===== src/rtl/tx_interface.sv =====
// tx_interface: returns an 8-bit ALU result to the host terminal as ASCII decimal text.
// It latches the result when the parser has one ready and converts it to three decimal
// digits. It then sends an optional '-', the digits and a terminator byte through the UART
// transmitter, one byte per start/done handshake. Finally it acknowledges the parser.
//
// Ports:
//   clk          system clock, rising edge
//   reset        asynchronous active-low reset
//   res_valid    parser has a result ready (level)
//   res          ALU result, sampled in idle when res_valid is high
//   tx_done_tick UART tx finished shifting the current byte (pulse)
//   din          byte presented to UART tx
//   tx_start     UART tx load strobe (pulse)
//   rd           acknowledge to parser (pulse)
//   busy         high whenever not idle
module tx_interface #(
  parameter int unsigned DBIT   = 8,
  parameter int unsigned SIGNED = 0,
  parameter logic [7:0]  TERM   = 8'd10
) (
  input  logic            clk,
  input  logic            reset,
  input  logic            res_valid,
  input  logic [DBIT-1:0] res,
  input  logic            tx_done_tick,
  output logic [7:0]      din,
  output logic            tx_start,
  output logic            rd,
  output logic            busy
);

  typedef enum logic [2:0] {StIdle, StConv, StSend, StWait, StAck} state_e;

  state_e     state_q, state_d;
  logic [7:0] mag_q, mag_d;
  logic       neg_q, neg_d;
  logic [3:0] hund_q, hund_d;
  logic [3:0] tens_q, tens_d;
  logic [3:0] units_q, units_d;
  // Byte selector: 0 = '-', 1..3 = hundreds/tens/units, 4 = terminator.
  // Unsigned output starts at 1 so the sign slot is skipped.
  logic [2:0] sel_q, sel_d;
  logic [7:0] din_q, din_d;
  // Blocks a restart while the parser still holds res_valid high just after our ack.
  logic       armed_q, armed_d;
  logic [7:0] res8;

  assign res8 = res;

  function automatic logic [7:0] seq_byte(input logic [2:0] sel, input logic [3:0] h,
                                          input logic [3:0] t, input logic [3:0] u);
    logic [7:0] b;
    case (sel)
      3'd0:    b = 8'd45;
      3'd1:    b = 8'd48 + {4'd0, h};
      3'd2:    b = 8'd48 + {4'd0, t};
      3'd3:    b = 8'd48 + {4'd0, u};
      default: b = TERM;
    endcase
    return b;
  endfunction

  always_comb begin
    state_d = state_q;
    mag_d   = mag_q;
    neg_d   = neg_q;
    hund_d  = hund_q;
    tens_d  = tens_q;
    units_d = units_q;
    sel_d   = sel_q;
    din_d   = din_q;
    armed_d = armed_q;
    if (!res_valid) armed_d = 1'b1;

    unique case (state_q)
      StIdle: begin
        if (res_valid && armed_q) begin
          if ((SIGNED != 0) && res8[7]) begin
            mag_d = ~res8 + 8'd1;  // 8'h80 becomes 128, still fits unsigned
            neg_d = 1'b1;
          end else begin
            mag_d = res8;
            neg_d = 1'b0;
          end
          hund_d  = 4'd0;
          tens_d  = 4'd0;
          state_d = StConv;
        end
      end
      StConv: begin
        if (mag_q >= 8'd100) begin
          mag_d  = mag_q - 8'd100;
          hund_d = hund_q + 4'd1;
        end else if (mag_q >= 8'd10) begin
          mag_d  = mag_q - 8'd10;
          tens_d = tens_q + 4'd1;
        end else begin
          units_d = mag_q[3:0];
          sel_d   = neg_q ? 3'd0 : 3'd1;
          din_d   = seq_byte(sel_d, hund_q, tens_q, mag_q[3:0]);
          state_d = StSend;
        end
      end
      StSend: state_d = StWait;
      StWait: begin
        if (tx_done_tick) begin
          if (sel_q == 3'd4) begin
            state_d = StAck;
          end else begin
            sel_d   = sel_q + 3'd1;
            din_d   = seq_byte(sel_d, hund_q, tens_q, units_q);
            state_d = StSend;
          end
        end
      end
      StAck: begin
        armed_d = 1'b0;
        state_d = StIdle;
      end
      default: state_d = StIdle;
    endcase
  end

  always_ff @(posedge clk or negedge reset) begin
    if (!reset) begin
      state_q <= StIdle;
      mag_q   <= 8'd0;
      neg_q   <= 1'b0;
      hund_q  <= 4'd0;
      tens_q  <= 4'd0;
      units_q <= 4'd0;
      sel_q   <= 3'd0;
      din_q   <= 8'd0;
      armed_q <= 1'b1;
    end else begin
      state_q <= state_d;
      mag_q   <= mag_d;
      neg_q   <= neg_d;
      hund_q  <= hund_d;
      tens_q  <= tens_d;
      units_q <= units_d;
      sel_q   <= sel_d;
      din_q   <= din_d;
      armed_q <= armed_d;
    end
  end

  assign din      = din_q;
  assign tx_start = (state_q == StSend);
  assign rd       = (state_q == StAck);
  assign busy     = (state_q != StIdle);

endmodule


===== config.mk =====
export PLATFORM = sky130hd
export DESIGN_NAME = tx_interface
export DESIGN_NICKNAME = d
export VERILOG_FILES = /design/src/rtl/tx_interface.sv
export SDC_FILE = /design/constraint.sdc
export NUM_CORES = 1
export LEC_CHECK = 0
export CORE_ASPECT_RATIO = 2
export CORE_MARGIN = 1
export CORE_UTILIZATION = 45
export DETAILED_ROUTE_END_ITERATION = 16
export PLACE_DENSITY = 0.75
export RECOVER_POWER = 100
export SKIP_CTS_REPAIR_TIMING = 1
export SYNTH_ARGS = -nofsm -noshare
export SYNTH_HDL_FRONTEND = slang
export SYNTH_SLANG_ARGS = --single-unit

===== constraint.sdc =====
create_clock -name clk -period 4 [get_ports clk]
set_input_delay 0.6 -clock clk [delete_from_list [all_inputs] [get_ports clk]]
set_output_delay 0.6 -clock clk [all_outputs]
set_load 0.005 [all_outputs]

---- Word-level counts from Yosys, hierarchy flattened ----
Cells that the tools add are included.
storage, ports and cells
  register bits ........................... 35
  memory bits (read-only) ................. 0
  output and inout bits ................... 11
  memory bits (writable) .................. 0
  bits in latches ......................... 0
  memories kept ........................... 0
  bits of input ports ..................... 12
operators by class
  add/sub/neg operators ................... 8
  multiply operators ...................... 0
  div/mod/pow operators ................... 0
  reductions and logical operators ........ 12
  muxes and demuxes ....................... 29
  bitwise logic cells ..................... 2
  magnitude comparators ................... 2
  eq/ne operators ......................... 17
  shifts and indexed selects .............. 0
operators by type and width
  cell                                                 number
  2-to-1 mux 8 bit                                     7
  one-hot mux 8 bit (2 select lines)                   2
  one-hot mux 7 bit (4 select lines)                   1
  2-to-1 mux 3 bit                                     9
  adder 6 x 4 -> 7 bit, first input constant           3
  2-to-1 mux 4 bit                                     4
  one-hot mux 4 bit (2 select lines)                   2
  inequality test 2 bit, second input constant         7
  equality test 3 x 2 -> 1 bit, second input constant  4
  one-hot mux 3 bit (4 select lines)                   1
  AND reduction 3 bit                                  3
  adder 4 x 1 -> 4 bit, second input constant          2
  >= comparator 8 x 4 -> 1 bit, second input constant  1
  >= comparator 8 x 7 -> 1 bit, second input constant  1
  AND reduction 4 bit                                  2
  subtractor 8 x 4 -> 8 bit, second input constant     1
  subtractor 8 x 7 -> 8 bit, second input constant     1
  equality test 3 x 1 -> 1 bit, second input constant  2
  equality test 3 bit, second input constant           2
  zero test 3 bit                                      2
  one-hot mux 3 bit (2 select lines)                   1
  AND reduction 5 bit                                  1
  nonzero test 2 bit                                   2
  adder 3 x 1 -> 3 bit, second input constant          1
  6 further kinds                                      8

---- Logic depth before layout (Yosys ltp) ----
Gate-level depths: netlist of run 1.
  depth in word-level cells ............... 6
  depth in mapped cells ................... 9
  gate-level depth less buffers ........... 7

---- Least setup slack after synthesis of run 1 ----
No wires, ideal clock.
  path kind ............................... register -> register
  start point ............................. register mag_q[2]
  end point ............................... register sel_q[2]
  arrival ................................. 2.118 ns
  path slack .............................. 1.818 ns
  clock period less this slack ............ 2.182 ns
  stages on the path, launching flop included .. 9
  path through ............................ dfrtp_1 inv_1 ha_1 a2111oi_4 a32oi_1 or3b_1 buf_2 nor4b_1 a21o_1
on the way
  cells in the longest elaborated chain, start to end .. 3
  elaborated cells on any way between the ends .. 5
ends and longest elaborated chain
  item                                                                          RTL line  text
  start: declaration                                                            35        logic [7:0] mag_q, mag_d;
  start signal: assignment                                                      137       mag_q <= mag_d;
  >= comparator 8 x 4 -> 1 bit or >= comparator 8 x 7 -> 1 bit (tied branches)  94, 91
  inequality test 2 bit (no line)                                               --
  AND reduction 5 bit (no line) *                                               --
  end signal: assignment                                                        142       sel_q <= sel_d;
  end: declaration                                                              42        logic [2:0] sel_q, sel_d;
Every way passes the cells marked *; elsewhere a longest branch is shown, timed or not.
A chain may end at the register's enable or synchronous reset.

---- Worst setup path after layout of run 1 ----
Same ends and word-level chain as after synthesis.

==> summary.txt, run 1 <==
SYNTHESIS
----------------------------------------------------------------------------------------
Mean instance size in the synthesized netlist .............................    8.87 um^2
EDFF count, synth .........................................................            0
Share of the synthesized area in the top cell type ........................        0.391
Cell count after synthesis ................................................          231
Count of different cell masters after synthesis ...........................           57
Register area share after synthesis .......................................        0.404
Top cells by area, synth .................................................. sky130_fd_sc_hd__dfrtp_1 39%, sky130_fd_sc_hd__ha_1 7.9%, sky130_fd_sc_hd__o21ai_0 7.1%
Largest area contributor in the synthesized netlist ....................... sky130_fd_sc_hd__dfrtp_1
Number of storage elements in the synthesis netlist .......................           33
Number of warning messages in the yosys log ...............................            0
Netlist Area Pre-Place ....................................................    2050 um^2
Leading cell type by number of instances after synthesis .................. sky130_fd_sc_hd__dfrtp_1
Most used flip-flop cell after synthesis .................................. sky130_fd_sc_hd__dfrtp_1
Top cells by instance count after synthesis ............................... 32 x sky130_fd_sc_hd__dfrtp_1, 30 x sky130_fd_sc_hd__nand2_1, 29 x sky130_fd_sc_hd__o21ai_0
Share of synthesized registers carrying an async set or reset .............         1.00

GLOBAL ROUTING
----------------------------------------------------------------------------------------
Global-route wire length before repair ....................................      7970 um
Pin count of the biggest net entering global routing ......................           34
Overall overflow remaining after global route .............................            0
Number of antenna violations at the first check in global routing .........            0
Combined global-route utilization of all metal layers .....................        0.214
Via count of the first global-routing pass ................................        1,795

PLACEMENT
----------------------------------------------------------------------------------------
Global placement routability congestion ...................................        0.833
Number of port buffers ....................................................           20
Minimum setup slack after placement .......................................      1.45 ns
Post-DP HPWL ..............................................................      3440 um

CLOCKING
----------------------------------------------------------------------------------------
CTS tree ..................................................................        built
Skew-Pair Late Insertion Delay ............................................      0.28 ns
Max H-tree Level ..........................................................            2
Buffer depth of the longest clock path ....................................            2
Clock Sinks ...............................................................           33
Clk Tree Root Cell ........................................................ sky130_fd_sc_hd__clkbuf_8
Number of CTS-inserted buffers ............................................            5
Clock-pin transition on the worst setup and hold timing paths .............      0.07 ns

DIE
----------------------------------------------------------------------------------------
Die X-Extent ..............................................................      49.7 um
Die area ..................................................................    4840 um^2
Die height ................................................................      97.4 um
Number of core rows .......................................................           34
Placeable core region .....................................................    4340 um^2
Number of top-level design ports ..........................................           23
Initial standard-cell utilization of the core .............................        0.472

POWER
----------------------------------------------------------------------------------------
Max IR drop VDD ...........................................................   0.000377 V
Design Power ..............................................................    0.00172 W
Leakage power of the design ...............................................      1.05 nW
Power density over cell area ..............................................  719 nW/um^2

RUN STATUS
----------------------------------------------------------------------------------------
Run status ................................................................ complete, but fails checks
Violated checks ........................................................... capacitance limit, slew limit

RUN
----------------------------------------------------------------------------------------
Number of maximum-capacitance constraint violations .......................            1

WORST SETUP PATH
----------------------------------------------------------------------------------------
CP Data Required Time .....................................................      4.18 ns
Critical path class .......................................................   reg -> reg
Family with the most delay on the worst path .............................. compound AO/OA/AOI/OAI gates
Crit path arrival time ....................................................      2.78 ns
Worst setup SP type .......................................................         flop
Maximum cell stage delay along the critical path ..........................      0.59 ns
Combined buffer and inverter count along the critical path ................            1
Library cell contributing the largest single delay on the critical path ... sky130_fd_sc_hd__or3b_1
Logic depth of the worst setup path including buffers .....................            7
Element type at the critical path end .....................................         flop
Maximum net fanout on the critical path ...................................           18
Logic depth of the worst register-to-register path ........................            7
Cells traversed along the worst timing path ............................... inv_1 -> ha_1 -> a2111oi_4 -> a32oi_1 -> or3b_1 -> o21bai_1 -> a21o_1

STA
----------------------------------------------------------------------------------------
Final Hold Viols ..........................................................            0
Final total negative setup slack ..........................................         0 ns
Portion of the clock cycle consumed by the worst path in the final layout .        0.649
Worst setup margin ........................................................      1.40 ns
Min Clock Period, post-route ..............................................      2.60 ns
Final slew viol count .....................................................           34
Least-Margin Pin Slew .....................................................      1.81 ns
Unrepaired setup endpoints after global routing ...........................        false
Max-Slew Margin vs Limit ..................................................       -0.205
Final clock skew ..........................................................   0.00200 ns
Number of failing setup endpoints in the final timing report ..............            0
Max Freq ..................................................................      385 MHz

DETAILED ROUTING
----------------------------------------------------------------------------------------
Post-DRT Antenna Nets .....................................................            0
Per-cell routed wire length ...............................................      15.1 um
DR vias ...................................................................        1,771
DR pass1 iterations .......................................................            4
Remaining routing DRC violations ..........................................            0
DRC violation total after the first TritonRoute iteration .................           29
DRT Wirelength ............................................................      4620 um
Vias per cell .............................................................         5.79

MIN PATH
----------------------------------------------------------------------------------------
Hold Crit Class ...........................................................   reg -> reg
Count of cells along the worst hold path ..................................            2

CELLS AND AREA
----------------------------------------------------------------------------------------
Nets@finish ...............................................................          276
Layout cells sized above 1 ................................................       0.0595
Antenna Cells .............................................................            0
Area growth from synthesis to final layout ................................        16.4%

[power breakdown]
part	leakage (nW)	internal [W]	switching (W)
clock	0.0542	0.000156	0.000126
sequential	0.416	0.000464	0.000171
combinational	0.583	0.000355	0.000443
total	1.05	0.000975	0.000740
[logic make-up (layout without fill, tap and decap cells)]
kind of cell / count (synthesis) / in the layout / synth area share
AND/OR/NAND/NOR: 81 / 81 / 0.194
XOR/XNOR: 2 / 2 / 0.00855
AO/OA/AOI/OAI: 76 / 76 / 0.256
flip-flops: 33 / 33 / 0.404
other: 1 / 2 / 0.00183
buffers and inverters: 24 / 44 / 0.0513
multiplexers: 1 / 1 / 0.00549
adder cells (fa/ha/maj): 13 / 13 / 0.0794
[worst register-to-register path: stages (launching register included)]
cell and delay (ns):
sky130_fd_sc_hd__dfrtp_1 0.41, sky130_fd_sc_hd__inv_1 0.13, sky130_fd_sc_hd__ha_1 0.26, sky130_fd_sc_hd__a2111oi_4 0.50, sky130_fd_sc_hd__a32oi_1 0.17, sky130_fd_sc_hd__or3b_1 0.59
sky130_fd_sc_hd__o21bai_1 0.25, sky130_fd_sc_hd__a21o_1 0.19
[routing by layer]
metal,share of wire,global-route usage
met2,0.55,0.387
met5,0,0
met4,0.044,0.145
met1,0.38,0.215
met3,0.026,0.0266
[area by class of cell]
class                   instances  area (um^2)
flip-flops and latches         33          827
multi-input cells             175         1120
fillers                       430         1950
clock buffers                   7         96.3
repair buffers                 24          223
clock inverters                 1         5.00
well taps                      54         67.6
inverters                      12         45.0
[through the flow]
| stage | cell area [um^2] | util | cells | hold WS, ns |
|---|---|---|---|---|
| detailed placement | 2290 | 0.528 | 298 | 0.475 |
| global route | 2380 | 0.550 | 306 | 0.498 |
| global placement | 2290 | 0.528 | 298 | 0.461 |
| CTS | 2390 | 0.551 | 306 | 0.490 |
| floorplan | 2050 | - | 232 | 0.304 |
| finish | 2380 | 0.550 | 306 | 0.477 |
[worst paths after layout]
| check | start | to | slack [ns] |
|---|---|---|---|
| max | mag_q[2]$_DFFE_PN0P_ | sel_q[2]$_DFFE_PN0P_ | 1.40 |
| min | din[5]$_DFFE_PN0P_ | din[5]$_DFFE_PN0P_ | 0.48 |
| max reg2reg | mag_q[2]$_DFFE_PN0P_ | sel_q[2]$_DFFE_PN0P_ | 1.40 |
| min reg2reg | din[5]$_DFFE_PN0P_ | din[5]$_DFFE_PN0P_ | 0.48 |
| max in group asynchronous | reset | state_q[2]$_DFFE_PN0P_ | 1.62 |
| min in group asynchronous | reset | tens_q[0]$_DFFE_PN0P_ | 1.33 |
[cell usage in the layout (no fill, tap or decap), types with 3 or more instances in the layout]
| cell type | netlist | routed |
|---|---|---|
| sky130_fd_sc_hd__clkbuf_8 | 0 | 7 |
| sky130_fd_sc_hd__nand2_1 | 30 | 30 |
| sky130_fd_sc_hd__a21oi_1 | 9 | 9 |
| sky130_fd_sc_hd__a2bb2oi_1 | 3 | 3 |
| sky130_fd_sc_hd__nand2b_1 | 3 | 3 |
| sky130_fd_sc_hd__or3_1 | 4 | 4 |
| sky130_fd_sc_hd__inv_1 | 12 | 12 |
| sky130_fd_sc_hd__dlygate4sd3_1 | 0 | 11 |
| sky130_fd_sc_hd__ha_1 | 13 | 13 |
| sky130_fd_sc_hd__nor3b_1 | 4 | 4 |
| sky130_fd_sc_hd__nor2_1 | 14 | 14 |
| sky130_fd_sc_hd__nand3_1 | 7 | 7 |
| sky130_fd_sc_hd__clkdlybuf4s50_1 | 0 | 9 |
| sky130_fd_sc_hd__dfrtp_1 | 32 | 32 |
| sky130_fd_sc_hd__a21o_1 | 3 | 3 |
| sky130_fd_sc_hd__o21ai_0 | 29 | 30 |
| sky130_fd_sc_hd__a22oi_1 | 3 | 3 |
| sky130_fd_sc_hd__nor3_1 | 4 | 4 |
[flip-flops by register name, summed over array words and instances (netlist names)]
name,count
armed_q,1
din,6
hund_q,4
mag_q,8
sel_q,3
state_q,3
tens_q,4
units_q,4
Note: power is estimated with default switching activity, not from simulation.
==> run 2: changes to the inputs <==
Clock period 4 ns to 2.4 ns, I/O delays scaled along.
==> run 2 against run 1 <==
Sequential cell count unchanged; the run now ends clean; largest power group unchanged; routed wire length up 5.2%; clock skew up 0.0058 ns; critical endpoint is now busy; hold slack worse by 0.0031 ns; cell area up 2.2%; clock power up 50%; combinational power increased by 90%; first-iteration DRC count increased by 10%; critical path type is now reg -> out; via count increased by 4.6%; die area is the same; sequential power grew 57%.
==> summary.txt, run 2 (synthesized netlist as in run 1, its figures left out) <==
RUN STATUS
----------------------------------------------------------------------------------------
Run status ................................................................ complete, no violations   was complete, but fails checks

POWER
----------------------------------------------------------------------------------------
Switching part of the total ...............................................        0.439   was 0.432
Internal power summed over all cells ......................................    0.00165 W   was 0.000975 W
Max IR drop VDD ...........................................................   0.000760 V   was 0.000377 V
Part of the power in the clock network ....................................        0.144   was 0.164
Combinational share of power ..............................................        0.517   was 0.466
Leakage power of the design ...............................................      1.08 nW   was 1.05 nW
Power density over cell area .............................................. 1200 nW/um^2   was 719 nW/um^2
Part of the power in registers ............................................        0.339   was 0.370
Switching power ...........................................................    0.00129 W   was 0.000740 W

STA
----------------------------------------------------------------------------------------
Final slew viol count .....................................................            0   was 34
Portion of the clock cycle consumed by the worst path in the final layout .        0.944
Unrepaired setup endpoints after global routing ...........................        false   unchanged
Max-Slew Margin vs Limit ..................................................        0.453   was -0.205
Min Clock Period, post-route ..............................................      2.26 ns
Final Hold Viols ..........................................................            0   unchanged
Max Freq ..................................................................      442 MHz
Least-Margin Pin Slew .....................................................     0.820 ns   was 1.81 ns
Final clock skew ..........................................................   0.00780 ns   was 0.00200 ns
Final total negative setup slack ..........................................         0 ns   unchanged
Number of failing setup endpoints in the final timing report ..............            0   unchanged
Worst-case hold slack .....................................................     0.474 ns   was 0.477 ns

WORST SETUP PATH
----------------------------------------------------------------------------------------
CP Data Required Time .....................................................      2.04 ns   was 4.18 ns
Cells traversed along the worst timing path ............................... or2_2 -> nor2_1 -> inv_1 -> dlygate4sd3_1   was inv_1 -> ha_1 -> a2111oi_4 -> a32oi_1 -> or3b_1 -> o21bai_1 -> a21o_1
Worst setup path start .................................................... state_q[1]$_DFFE_PN0P_   was mag_q[2]$_DFFE_PN0P_
Combined buffer and inverter count along the critical path ................            2   was 1
Element type at the critical path end .....................................   output pin   was flop
Startpoint of the worst register-to-register path ......................... mag_q[2]$_DFFE_PN0P_   unchanged
Maximum net fanout on the critical path ...................................           11   was 18
Critical path class .......................................................   reg -> out   was reg -> reg
Crit path arrival time ....................................................      1.90 ns   was 2.78 ns
Worst setup SP type .......................................................         flop   unchanged
Family with the most delay on the worst path .............................. buffers and inverters   was compound AO/OA/AOI/OAI gates
Maximum cell stage delay along the critical path ..........................      0.57 ns   was 0.59 ns
Library cell contributing the largest single delay on the critical path ... sky130_fd_sc_hd__dlygate4sd3_1   was sky130_fd_sc_hd__or3b_1

CELLS AND AREA
----------------------------------------------------------------------------------------
Nets@finish ...............................................................          286   was 276
Number of flip-flops in the largest register ..............................            8   unchanged
Antenna Cells .............................................................            0   unchanged
Register with the most flip-flops .........................................        mag_q   unchanged
Area growth from synthesis to final layout ................................        18.9%   was 16.4%
Layout cells sized above 1 ................................................       0.0916   was 0.0595
Commonest non-fill, non-tap cells in the layout ........................... 32 x sky130_fd_sc_hd__dfrtp_1, 30 x sky130_fd_sc_hd__nand2_1, 30 x sky130_fd_sc_hd__o21ai_0, 14 x sky130_fd_sc_hd__nor2_1, 13 x sky130_fd_sc_hd__ha_1   unchanged
Leading cell type in the layout, fill and taps excluded ................... sky130_fd_sc_hd__dfrtp_1   unchanged

DIE
----------------------------------------------------------------------------------------
Initial standard-cell utilization of the core .............................        0.472   unchanged
Die height ................................................................      97.4 um   unchanged
Placeable core region .....................................................    4340 um^2   unchanged
Die X-Extent ..............................................................      49.7 um   unchanged
Number of top-level design ports ..........................................           23   unchanged
Die area ..................................................................    4840 um^2   unchanged
Number of core rows .......................................................           34   unchanged

GLOBAL ROUTING
----------------------------------------------------------------------------------------
Global-route met1 utilization .............................................        0.220   was 0.215
Fraction of met3 tracks used by global routing ............................       0.0344   was 0.0266
Pin count of the biggest net entering global routing ......................           34   unchanged
Combined global-route utilization of all metal layers .....................        0.225   was 0.214
Global-route wire length before repair ....................................      8220 um   was 7970 um
Number of antenna violations at the first check in global routing .........            0   unchanged
Gr busiest metal ..........................................................         met2   unchanged
Overall overflow remaining after global route .............................            0   unchanged
Via count of the first global-routing pass ................................        1,829   was 1,795
Met2 GRT Util .............................................................        0.399   was 0.387

DETAILED ROUTING
----------------------------------------------------------------------------------------
Post-DRT Antenna Nets .....................................................            0   unchanged
Remaining routing DRC violations ..........................................            0   unchanged
DR vias ...................................................................        1,852   was 1,771
DRC violation total after the first TritonRoute iteration .................           32   was 29
Vias per cell .............................................................         5.86   was 5.79
DR pass1 iterations .......................................................            4   unchanged
Per-cell routed wire length ...............................................      15.4 um   was 15.1 um
DRT Wirelength ............................................................      4860 um   was 4620 um

CLOCKING
----------------------------------------------------------------------------------------
Max H-tree Level ..........................................................            2   unchanged
Clk Tree Root Cell ........................................................ sky130_fd_sc_hd__clkbuf_8   unchanged
Skew-Pair Late Insertion Delay ............................................      0.29 ns   was 0.28 ns
Number of CTS-inserted buffers ............................................            5   unchanged
Buffer depth of the longest clock path ....................................            2   unchanged
Clock-pin transition on the worst setup and hold timing paths .............      0.07 ns   about the same
CTS tree ..................................................................        built   unchanged
Clock Sinks ...............................................................           33   unchanged

MIN PATH
----------------------------------------------------------------------------------------
Critical hold path startpoint ............................................. din[4]$_DFFE_PN0P_   was din[5]$_DFFE_PN0P_
Hold Crit Class ...........................................................   reg -> reg   unchanged

PLACEMENT
----------------------------------------------------------------------------------------
Global placement routability congestion ...................................        0.859   was 0.833
Number of port buffers ....................................................           20   unchanged
Post-DP HPWL ..............................................................      3770 um   was 3440 um

RUN
----------------------------------------------------------------------------------------
Number of maximum-capacitance constraint violations .......................            0   was 1

## run 2: cell types whose count changed in the layout (fill, tap and decap cells not counted)
cell	previous run	this run
sky130_fd_sc_hd__o311ai_1	0	1
sky130_fd_sc_hd__clkdlybuf4s50_1	9	10
sky130_fd_sc_hd__clkinv_2	1	2
sky130_fd_sc_hd__clkbuf_2	0	2
sky130_fd_sc_hd__clkbuf_8	7	5
sky130_fd_sc_hd__clkbuf_1	2	3
sky130_fd_sc_hd__clkinvlp_4	0	1
sky130_fd_sc_hd__o311ai_0	1	0
sky130_fd_sc_hd__dlygate4sd3_1	11	10
sky130_fd_sc_hd__buf_4	2	9
## run 2: layout make-up
| cell class | instances | area, um^2 |
|---|---|---|
| fill | 418 | 1900 |
| tap | 54 | 67.6 |
| timing repair buffer | 34 | 289 |
| sequential | 33 | 827 |
| clock inverter | 3 | 17.5 |
| multi-input combinational | 175 | 1120 |
| inverter | 12 | 45.0 |
| clock buffer | 5 | 68.8 |
## run 2: metrics by stage
step | setup WS (ns) | utilization | power (W) | instances | instance area, um^2
2_1_floorplan | 0.218 | - | 0.00200 | 232 | 2050
3_3_place_gp | 0.333 | 0.545 | 0.00252 | 308 | 2370
3_5_place_dp | 0.247 | 0.545 | 0.00257 | 308 | 2370
4_1_cts | 0.237 | 0.565 | 0.00300 | 316 | 2450
5_1_grt | 0.0128 | 0.561 | 0.00318 | 316 | 2440
6_report | 0.135 | 0.561 | 0.00293 | 316 | 2440
## run 2: worst reg2reg max path: cells and delay by family (launching register included)
| family | cells | cell delay [ns] |
|---|---|---|
| buf+inv | 4 | 0.75 |
| compound gates | 4 | 0.65 |
| flops | 1 | 0.41 |
| fa+ha+maj | 1 | 0.24 |
| simple gates | 1 | 0.07 |
## run 2: layer usage
layer / share of wire / vias to the layer above
met5: 0 / -
met4: 0.063 / 0
met3: 0.024 / 22
met2: 0.54 / 47
met1: 0.37 / 878
li1: - / 905
## run 2: worst paths after layout
| path | end | slack (ns) | cells past startpoint |
|---|---|---|---|
| setup / recovery | busy | 0.14 | 4 |
| hold / removal | din[4]$_DFFE_PN0P_ | 0.47 | 2 |
| setup reg to reg | tens_q[3]$_DFFE_PN0P_ | 0.20 | 10 |
| hold reg to reg | din[4]$_DFFE_PN0P_ | 0.47 | 2 |
| max in group asynchronous | hund_q[1]$_DFFE_PN0P_ | 1.19 | 2 |
| min in group asynchronous | tens_q[1]$_DFFE_PN0P_ | 0.69 | 2 |
## run 2: power groups by stage
stage               clock (W)  combinational [W]  sequential, W
floorplan                   0            0.00106       0.000946
CTS                  0.000434            0.00157       0.000997
global placement            0            0.00152        0.00100
finish               0.000422            0.00152       0.000994
global route         0.000454            0.00170        0.00103
detailed placement          0            0.00157        0.00101
==> run 3: changes to the inputs <==
Settings changed: CORE_UTILIZATION 45 to 55, PLACE_DENSITY 0.75 to 0.87.
==> run 3 against run 2 <==
Clock skew decreased by 0.0032 ns; hold slack got worse by 0.0010 ns; clock-buffer cell count increased by 2; cell count decreased by 1.9%; sequential share of layout area decreased by 0.24 points; largest power group unchanged.
==> summary.txt, run 3 (synthesized netlist as in run 1, its figures left out) <==
RUN STATUS
----------------------------------------------------------------------------------------
Run status ................................................................ complete, no violations   unchanged

CELLS AND AREA
----------------------------------------------------------------------------------------
Antenna Cells .............................................................            0   unchanged
Area growth from synthesis to final layout ................................        19.7%   was 18.9%
Leading cell type in the layout, fill and taps excluded ................... sky130_fd_sc_hd__dfrtp_1   unchanged
Seq. cell area ............................................................     827 um^2   unchanged
Post-layout util ..........................................................        0.680   was 0.561
Filler cells ..............................................................          304   was 418
Layout cells sized above 1 ................................................        0.103   was 0.0916
Footprint of the multi-input gates ........................................    1130 um^2   was 1120 um^2
Commonest non-fill, non-tap cells in the layout ........................... 32 x sky130_fd_sc_hd__dfrtp_1, 30 x sky130_fd_sc_hd__nand2_1, 29 x sky130_fd_sc_hd__o21ai_0, 14 x sky130_fd_sc_hd__nor2_1, 13 x sky130_fd_sc_hd__ha_1   was 32 x sky130_fd_sc_hd__dfrtp_1, 30 x sky130_fd_sc_hd__nand2_1, 30 x sky130_fd_sc_hd__o21ai_0, 14 x sky130_fd_sc_hd__nor2_1, 13 x sky130_fd_sc_hd__ha_1
Final std cells w/o fill ..................................................          310   was 316
Register with the most flip-flops .........................................        mag_q   unchanged
Nets@finish ...............................................................          285   was 286
Number of flip-flops in the largest register ..............................            8   unchanged

DIE
----------------------------------------------------------------------------------------
Placeable core region .....................................................    3610 um^2   was 4340 um^2
Initial standard-cell utilization of the core .............................        0.568   was 0.472
Number of core rows .......................................................           31   was 34
Die X-Extent ..............................................................      45.2 um   was 49.7 um
Die height ................................................................      88.3 um   was 97.4 um
Number of top-level design ports ..........................................           23   unchanged
Die area ..................................................................    3990 um^2   was 4840 um^2

GLOBAL ROUTING
----------------------------------------------------------------------------------------
Gr busiest metal ..........................................................         met2   unchanged
Via count of the first global-routing pass ................................        1,879   was 1,829
Combined global-route utilization of all metal layers .....................        0.283   was 0.225
Global-route wire length before repair ....................................      8290 um   was 8220 um
Overall overflow remaining after global route .............................            0   unchanged
Pin count of the biggest net entering global routing ......................           34   unchanged
Number of antenna violations at the first check in global routing .........            0   unchanged
Met2 GRT Util .............................................................        0.523   was 0.399
Global-route met1 utilization .............................................        0.290   was 0.220
Fraction of met3 tracks used by global routing ............................       0.0306   was 0.0344

WORST SETUP PATH
----------------------------------------------------------------------------------------
Maximum net fanout on the critical path ...................................           11   unchanged
Cells traversed along the worst timing path ............................... or2_2 -> nor2_1 -> inv_1 -> dlygate4sd3_1   unchanged
Critical path class .......................................................   reg -> out   unchanged
Worst setup path start .................................................... state_q[1]$_DFFE_PN0P_   unchanged
Crit path arrival time ....................................................      1.90 ns   about the same
Startpoint of the worst register-to-register path ......................... mag_q[2]$_DFFE_PN0P_   unchanged
Maximum cell stage delay along the critical path ..........................      0.57 ns   about the same
Logic depth of the worst register-to-register path ........................            8   was 10
Setup slack on the worst flop-to-flop path ................................      0.16 ns   was 0.20 ns
Endpoint of the worst setup timing path ...................................         busy   unchanged
Library cell contributing the largest single delay on the critical path ... sky130_fd_sc_hd__dlygate4sd3_1   unchanged
Worst setup SP type .......................................................         flop   unchanged
Element type at the critical path end .....................................   output pin   unchanged
CP Data Required Time .....................................................      2.04 ns   about the same
Worst flop-to-flop path endpoint .......................................... din[4]$_DFFE_PN0P_   was tens_q[3]$_DFFE_PN0P_

POWER
----------------------------------------------------------------------------------------
Part of the power in registers ............................................        0.338   was 0.339
Switching part of the total ...............................................        0.427   was 0.439
Switching power ...........................................................    0.00128 W   was 0.00129 W
Part of the power in the clock network ....................................        0.154   was 0.144
Power density over cell area .............................................. 1220 nW/um^2   was 1200 nW/um^2
Max IR drop VDD ...........................................................   0.000676 V   was 0.000760 V
Design Power ..............................................................    0.00300 W   was 0.00293 W
Combinational share of power ..............................................        0.508   was 0.517
Leakage power of the design ...............................................      1.10 nW   was 1.08 nW
Internal power summed over all cells ......................................    0.00172 W   was 0.00165 W

CLOCKING
----------------------------------------------------------------------------------------
Clock Sinks ...............................................................           33   unchanged
Max H-tree Level ..........................................................            2   unchanged
CTS tree ..................................................................        built   unchanged
Skew-Pair Late Insertion Delay ............................................      0.28 ns   was 0.29 ns
Number of CTS-inserted buffers ............................................            5   unchanged
Clk Tree Root Cell ........................................................ sky130_fd_sc_hd__clkbuf_8   unchanged
Buffer depth of the longest clock path ....................................            2   unchanged
Clock-pin transition on the worst setup and hold timing paths .............      0.07 ns   about the same

STA
----------------------------------------------------------------------------------------
Number of failing setup endpoints in the final timing report ..............            0   unchanged
Worst setup margin ........................................................     0.141 ns   was 0.135 ns
Least-Margin Pin Slew .....................................................     0.817 ns   was 0.820 ns
Max Freq ..................................................................      443 MHz   was 442 MHz
Final total negative setup slack ..........................................         0 ns   unchanged
Final clock skew ..........................................................   0.00458 ns   was 0.00780 ns
Portion of the clock cycle consumed by the worst path in the final layout .        0.941   was 0.944
Final Hold Viols ..........................................................            0   unchanged
Unrepaired setup endpoints after global routing ...........................        false   unchanged
Final slew viol count .....................................................            0   unchanged
Max-Slew Margin vs Limit ..................................................        0.455   was 0.453
Min Clock Period, post-route ..............................................      2.26 ns   about the same

DETAILED ROUTING
----------------------------------------------------------------------------------------
DRT Wirelength ............................................................      4840 um   was 4860 um
Remaining routing DRC violations ..........................................            0   unchanged
Post-DRT Antenna Nets .....................................................            0   unchanged
DR vias ...................................................................        1,857   was 1,852
Per-cell routed wire length ...............................................      15.6 um   was 15.4 um
DR pass1 iterations .......................................................            4   unchanged
Vias per cell .............................................................         5.99   was 5.86
DRC violation total after the first TritonRoute iteration .................           42   was 32

MIN PATH
----------------------------------------------------------------------------------------
Hold Crit Class ...........................................................   reg -> reg   unchanged

RUN
----------------------------------------------------------------------------------------
Number of maximum-capacitance constraint violations .......................            0   unchanged

PLACEMENT
----------------------------------------------------------------------------------------
Global placement routability congestion ...................................        0.840   was 0.859
Minimum setup slack after placement .......................................     0.113 ns   was 0.247 ns
Number of cells in the design after placement .............................          302   was 308
Post-DP HPWL ..............................................................      3590 um   was 3770 um
Number of port buffers ....................................................           20   unchanged

[run 3: cell types whose count changed in the layout (fill, tap and decap cells not counted)]
| cell | delta |
|---|---|
| sky130_fd_sc_hd__buf_2 | +1 |
| sky130_fd_sc_hd__buf_4 | +1 |
| sky130_fd_sc_hd__clkbuf_1 | -2 |
| sky130_fd_sc_hd__clkbuf_2 | -1 |
| sky130_fd_sc_hd__clkbuf_8 | +2 |
| sky130_fd_sc_hd__clkinv_2 | -1 |
| sky130_fd_sc_hd__clkinvlp_4 | -1 |
| sky130_fd_sc_hd__nor4b_1 | -1 |
| sky130_fd_sc_hd__nor4b_2 | +1 |
| sky130_fd_sc_hd__o21ai_0 | -1 |
| sky130_fd_sc_hd__o21ai_1 | +1 |
| sky130_fd_sc_hd__or3b_1 | -1 |
| sky130_fd_sc_hd__or3b_4 | +1 |
[run 3: worst max-delay path, delay by kind of cell (launching register included)]
family                 cells  cell delay [ns]
flip-flops                 1             0.48
AND/OR/NAND/NOR            2             0.51
buffers and inverters      2             0.62
[run 3: power groups by stage]
stage	registers, W	clock network [W]	logic (W)
final	0.00101	0.000463	0.00152
after global routing	0.00105	0.000498	0.00172
after CTS	0.00101	0.000468	0.00154
after detailed placement	0.00102	0	0.00152
after global placement	0.00101	0	0.00149
after floorplan	0.000946	0	0.00106
[run 3: how the worst min path moves through the flow]
stage	from	endpoint	cells after the start	slack, ns
after floorplan	reset	din[0]$_DFFE_PN0P_	0	0.06
after global placement	din[1]$_DFFE_PN0P_	din[1]$_DFFE_PN0P_	2	0.46
after detailed placement	din[3]$_DFFE_PN0P_	din[3]$_DFFE_PN0P_	2	0.47
after CTS	din[3]$_DFFE_PN0P_	din[3]$_DFFE_PN0P_	2	0.49
after global routing	units_q[3]$_DFFE_PN0P_	units_q[3]$_DFFE_PN0P_	2	0.50
final	din[3]$_DFFE_PN0P_	din[3]$_DFFE_PN0P_	2	0.47
[run 3: metal layers]
| layer | part of all wire | vias to the layer above |
|---|---|---|
| li1 | - | 903 |
| met1 | 0.37 | 895 |
| met2 | 0.57 | 43 |
| met3 | 0.024 | 16 |
| met4 | 0.038 | 0 |
| met5 | 0 | - |
[run 3: final cells by class]
cell class / instances / area share
Multi-Input combinational cell: 175 / 0.460
Sequential cell: 33 / 0.337
Timing Repair Buffer: 33 / 0.118
Clock buffer: 7 / 0.0393
Tap cell: 49 / 0.0250
Inverter: 12 / 0.0184
Clock inverter: 1 / 0.00204
[run 3: per-stage QoR]
stage / cell area [um^2] / hold WS [ns]
floorplan: 2050 / 0.0644
global placement: 2350 / 0.460
detailed placement: 2350 / 0.470
CTS: 2450 / 0.485
global route: 2450 / 0.503
finish: 2450 / 0.473
